**src/rtl/fpu_pkg.sv**
```systemverilog
`default_nettype none
// ------------------------------------------------------------------
// fpu_pkg : shared types and constants for the FPU compare issue path.
// Rev 1.0
// ------------------------------------------------------------------
package fpu_pkg;

  typedef enum logic [2:0] {
    CMP_EQ = 3'b000,
    CMP_NE = 3'b001,
    CMP_LE = 3'b010,
    CMP_GE = 3'b011,
    CMP_LT = 3'b100,
    CMP_GT = 3'b101
  } cmp_op_t;

  // Encodings above this value are illegal compare kinds.
  localparam logic [2:0] c_FUNCT_LEGAL_MAX = 3'b101;

  typedef enum logic [2:0] {
    ST_IDLE   = 3'd0,
    ST_ISSUE0 = 3'd1,
    ST_ISSUE1 = 3'd2,
    ST_WAIT   = 3'd3,
    ST_RESP   = 3'd4
  } cmp_issue_state_t;

endpackage
`default_nettype wire

```
**src/rtl/fpu_cmp_decode.sv**
```systemverilog
`default_nettype none
// ------------------------------------------------------------------
// fpu_cmp_decode : maps decode funct to a compare op, flags illegal kinds.
// Rev 1.0
// ------------------------------------------------------------------
module fpu_cmp_decode
  import fpu_pkg::*;
(
  input  logic [2:0] i_funct,
  output cmp_op_t    o_op,
  output logic       o_illegal
);

  always_comb begin
    o_illegal = (i_funct > c_FUNCT_LEGAL_MAX);
    o_op      = o_illegal ? CMP_EQ : cmp_op_t'(i_funct);
  end

endmodule
`default_nettype wire

```
**src/rtl/fpu_cmp_issue.sv**
```systemverilog
`default_nettype none
// ------------------------------------------------------------------
// fpu_cmp_issue : issue/retire adapter in front of the FPU compare unit.
// Define FPU_CMP_WATCHDOG_EN to bound the WAIT state. Rev 1.0
// ------------------------------------------------------------------
module fpu_cmp_issue
  import fpu_pkg::*;
#(
  parameter int RD_W = 5
`ifdef FPU_CMP_WATCHDOG_EN
  , parameter int WDOG_CYC = 8
`endif
) (
  input  logic            aclk,
  input  logic            aresetn,
  input  logic            req_valid,
  output logic            req_ready,
  input  logic [31:0]     req_rs1,
  input  logic [31:0]     req_rs2,
  input  logic [2:0]      req_funct,
  input  logic [RD_W-1:0] req_rd,
  output logic            cmp_data_valid,
  output logic [31:0]     cmp_a_data,
  output logic [31:0]     cmp_b_data,
  output logic [2:0]      cmp_op_data,
  input  logic [31:0]     cmp_c_data,
  input  logic            cmp_c_valid,
  output logic            wb_valid,
  input  logic            wb_ready,
  output logic [RD_W-1:0] wb_rd,
  output logic [31:0]     wb_data,
  output logic            wb_err
);

  cmp_issue_state_t r_state, w_next;
  logic [31:0]      r_a, r_b;
  cmp_op_t          r_op;
  logic [RD_W-1:0]  r_rd;
  logic             r_data, r_err;
  logic             w_accept, w_capture, w_wdog_fire;
  cmp_op_t          w_dec_op;
  logic             w_dec_illegal;
  logic             w_unused_c_hi;

  // Only bit 0 of the compare result carries information.
  assign w_unused_c_hi = ^cmp_c_data[31:1];

  fpu_cmp_decode u_decode (
    .i_funct   (req_funct),
    .o_op      (w_dec_op),
    .o_illegal (w_dec_illegal)
  );

`ifdef FPU_CMP_WATCHDOG_EN
  localparam int c_WDOG_W = (WDOG_CYC > 1) ? $clog2(WDOG_CYC) : 1;
  logic [c_WDOG_W-1:0] r_wdog;

  always_ff @(posedge aclk) begin
    if (aresetn || (r_state != ST_WAIT)) r_wdog <= '0;
    else                                 r_wdog <= r_wdog + 1'b1;
  end
`endif

  always_ff @(posedge aclk) begin
    if (aresetn) r_state <= ST_IDLE;
    else         r_state <= w_next;
  end

  always_comb begin
    w_next         = r_state;
    w_accept       = 1'b0;
    w_capture      = 1'b0;
    w_wdog_fire    = 1'b0;
    req_ready      = (r_state == ST_IDLE) && !aresetn;
    cmp_data_valid = 1'b0;
    wb_valid       = 1'b0;
    case (r_state)
      ST_IDLE: begin
        if (req_valid && !aresetn) begin
          w_accept = 1'b1;
          w_next   = w_dec_illegal ? ST_RESP : ST_ISSUE0;
        end
      end
      // data_valid must be high for exactly these two states.
      ST_ISSUE0: begin
        cmp_data_valid = 1'b1;
        w_next         = ST_ISSUE1;
      end
      ST_ISSUE1: begin
        cmp_data_valid = 1'b1;
        w_next         = ST_WAIT;
      end
      ST_WAIT: begin
        if (cmp_c_valid) begin
          w_capture = 1'b1;
          w_next    = ST_RESP;
        end
`ifdef FPU_CMP_WATCHDOG_EN
        else if (r_wdog == c_WDOG_W'(WDOG_CYC - 1)) begin
          w_wdog_fire = 1'b1;
          w_next      = ST_RESP;
        end
`endif
      end
      ST_RESP: begin
        wb_valid = 1'b1;
        if (wb_ready) w_next = ST_IDLE;
      end
      default: w_next = ST_IDLE;
    endcase
  end

  always_ff @(posedge aclk) begin
    if (aresetn) begin
      r_a    <= '0;
      r_b    <= '0;
      r_op   <= CMP_EQ;
      r_rd   <= '0;
      r_data <= 1'b0;
      r_err  <= 1'b0;
    end else begin
      if (w_accept) begin
        r_a    <= req_rs1;
        r_b    <= req_rs2;
        r_op   <= w_dec_op;
        r_rd   <= req_rd;
        r_data <= 1'b0;
        r_err  <= w_dec_illegal;
      end
      if (w_capture) begin
        r_data <= cmp_c_data[0];
        r_err  <= 1'b0;
      end
      if (w_wdog_fire) begin
        r_data <= 1'b0;
        r_err  <= 1'b1;
      end
    end
  end

  assign cmp_a_data  = r_a;
  assign cmp_b_data  = r_b;
  assign cmp_op_data = r_op;
  assign wb_rd       = r_rd;
  assign wb_data     = {31'b0, r_data};
  assign wb_err      = r_err;

endmodule
`default_nettype wire

```
**config.mk**
```make
export PLATFORM = sky130hd
export DESIGN_NAME = fpu_cmp_issue
export DESIGN_NICKNAME = d
export VERILOG_FILES = /design/src/rtl/fpu_pkg.sv /design/src/rtl/fpu_cmp_decode.sv /design/src/rtl/fpu_cmp_issue.sv
export SDC_FILE = /design/constraint.sdc
export NUM_CORES = 1
export LEC_CHECK = 0
export CELL_PAD_IN_SITES_DETAIL_PLACEMENT = 1
export CELL_PAD_IN_SITES_GLOBAL_PLACEMENT = 2
export CORE_AREA = 4 4 126 158
export CTS_CLUSTER_SIZE = 30
export DETAILED_ROUTE_END_ITERATION = 7
export DIE_AREA = 0 0 130 162
export PLACE_DENSITY_LB_ADDON = 0.08
export SLEW_MARGIN = 20
export SYNTH_ARGS = -nofsm -noshare
export SYNTH_HDL_FRONTEND = slang
export SYNTH_SLANG_ARGS = --single-unit
```
**constraint.sdc**
```tcl
create_clock -name aclk -period 1.5 [get_ports aclk]
set_input_delay 0.375 -clock aclk [delete_from_list [all_inputs] [get_ports aclk]]
set_output_delay 0.375 -clock aclk [all_outputs]
set_load 0.01 [all_outputs]
```
==> impl_metrics.py <==
metrics = {
    "run_status": {
        "status": "finished with violations",
        "violations": "negative setup slack",
    },
    "die": {
        "rows": 56,
        "die_h_um": 162,
        "die_w_um": 130,
        "ios": 217,
        "die_area_um2": 21060,
        "start_util": 0.1754,
        "core-area_um2": 18500,
    },
    "sta": {
        "finalSetupViolCount": 75,
        "fin_crit_ps": 1685,
        "rsz0062_at_grt": "true",
        "fin_crit_sh": 1.124,
        "finClkSkew_ps": 8.378,
        "hold_violations": 0,
        "fmax_ghz": 0.5933,
        "drv_slew": 0,
        "fin_ws_ps": -185.5,
    },
    "grt": {
        "grt_pass1_vias": 3293,
        "grt_pass1_wl_um": 19670,
        "grt_max_degree": 43,
        "grt_overflow_total": 0,
        "grt.total_usage": 0.1241,
        "antenna_found_initial": 0,
    },
    "detailed_routing": {
        "first_pass_iters": 3,
        "wl_per_cell_um": 19.07,
        "ant_nets": 0,
        "drt_iter0_markers": 47,
        "drc": 0,
        "vias": 3113,
        "finalWirelength_um": 13920,
        "viasPerCell": 4.264,
    },
    "clock_network": {
        "tritoncts": "built",
        "clkTransAtPathRegs_ps": 60,
        "cts_buffers": 9,
        "clockBufferDepth": 2,
        "clock-sinks": 77,
        "cts-htree-levels": 3,
        "clock_latency_ps": 350,
        "cts-root-buf": "clkbuf_16",
        "postCtsHoldBufs": 0,
    },
    "setup_path": {
        "required_ps": 1790,
        "crit_start": "r_state[0]",
        "worst_setup_path_start_kind": "flip-flop",
        "reg2reg_from": "r_state[0]",
        "path_class": "reg2reg",
        "cp.arrival_ps": 1980,
        "crit_path_end_kind": "flip-flop",
        "r2r_cells": 7,
        "path_max_fanout": 6,
    },
    "power": {
        "powerDensity_nw_per_um2": 1028,
        "p_leak_nw": 2.944,
        "irDropWorstVdd_v": 0.0004101,
    },
    "synth": {
        "yosysUniqueCellTypes": 29,
        "ys_seq_area_frac": 0.4751,
        "syn_area_um2": 3244,
        "synth-simple-area-share": 0.1755,
        "postSynthCellCount": 317,
        "muxShareOfSynthArea": 0.01234,
        "ys_warn_count": 0,
        "syn_area_per_cell_um2": 10.23,
        "synthXorXnorAreaFrac": 0.002700,
        "synthArstFlopShare": 0,
        "synth_compound_area_frac": 0.1994,
        "synth_enable_flop_cells": 0,
        "synth_top_family_by_area": "compound AO/OA/AOI/OAI gates",
        "ys_ff_latch": 77,
        "synth_ff_type": "dfxtp_1",
        "synth_fa_ha_area_frac": 0,
    },
    "cells_and_area": {
        "fin_util": 0.3388,
        "fin_cells": 730,
        "n_antenna_cell": 0,
        "drive_gt1_frac": 0.3414,
        "layout.nets": 602,
        "syn_to_final_growth_pct": 93.17,
        "final_cell_mix": "clkdlybuf4s50_1 (75), dlygate4sd2_1 (75), dfxtp_1 (74)",
    },
    "hold_path": {
        "min_path_type": "reg2reg",
        "min-delay-start": "cmp_op_data[1]",
        "whs_path_depth": 2,
    },
    "place": {
        "io_buffer_count": 154,
        "gp_congestion": 0.6452,
        "detailedPlace.worstSlack_ps": -783.9,
        "post-dp-hpwl_um": 8015,
        "place_inst": 685,
    },
    "run": {
        "cap_violations": 0,
    },
}
worst max-delay path, cell delays in order, from the launching register on:
cell       delay [ps]
dfxtp_4           370
nor4_4            380
buf_6             190
buf_12            140
buf_12            140
clkbuf_16         150
and3_4            170
a31o_4             80
worst paths after layout:
path,end,slack [ps]
max reg2reg,wb_rd[0],-190
min,cmp_op_data[1],460
min reg2reg,cmp_op_data[1],460
max,wb_rd[0],-190
flip-flops by register name, indices dropped and copies added (netlist names):
register / flops
cmp_op_data: 3
wb_err: 1
cmp_a_data: 32
r_state: 3
r_data: 1
wb_rd: 5
cmp_b_data: 32
layout make-up:
type | count | area [um2]
multi-input combinational | 202 | 1936
clock inverter | 6 | 61.31
clock buffer | 10 | 239.0
timing repair buffer | 201 | 2183
inverter | 2 | 7.507
sequential | 77 | 1550
fill | 2063 | 12230
tap | 232 | 290.3
layer usage:
layer	part of all wire	global-route usage	vias up
li1	-	-	1471
met1	0.40	0.1442	1521
met2	0.51	0.2065	110
met3	0.077	0.04342	11
met4	0.016	0.05104	0
met5	0	0	-
synth_stat cells (2+ instances only):
cell	n	area, um2
nand2_1	7	26.28
buf_6	7	78.83
dfxtp_1	77	1541
mux2i_1	4	40.04
buf_4	33	247.7
nor2_1	2	7.510
nor3_1	2	10.01
inv_1	2	7.510
and3_1	69	431.7
buf_2	2	10.01
a31o_2	54	473.0
nand3_1	2	10.01
nand2b_1	2	12.51
nor3b_1	2	15.01
a31o_1	15	131.4
clkbuf_1	24	90.09
logic make-up (layout without fill, tap and decap cells):
kind of cell	count (synthesis)	in the layout
other	1	31
multiplexers	4	4
flip-flops	77	77
AND/OR/NAND/NOR	92	92
AO/OA/AOI/OAI	74	74
buffers and inverters	68	219
XOR/XNOR	1	1
where the power goes:
group | switching [mW] | internal (mW) | total, mW | leakage [nW]
combinational | 0.746 | 1.07 | 1.81 | 2.16
clock | 0.925 | 1.33 | 2.26 | 0.149
sequential | 0.126 | 2.24 | 2.37 | 0.635
through the flow:
stage / total power, mW / hold slack (ps) / area (um2) / TNS, ps
2_1_floorplan: 3.031 / 451.8 / 3363 / -539.9
3_3_place_gp: 3.756 / 451.8 / 4985 / -54160
3_5_place_dp: 3.766 / 459.8 / 4985 / -56750
4_1_cts: 6.306 / 466.3 / 5710 / -14270
5_1_grt: 6.769 / 491.5 / 6267 / -15830
6_report: 6.441 / 462.7 / 6267 / -9368
timing repair:
item	CTS	global route
pin swaps	19	45
gates cloned	6	9
setup buffers	15	5
setup endpoints to repair	151	77
gates resized for setup	129	70
Note: power is estimated with default switching activity, not from simulation.
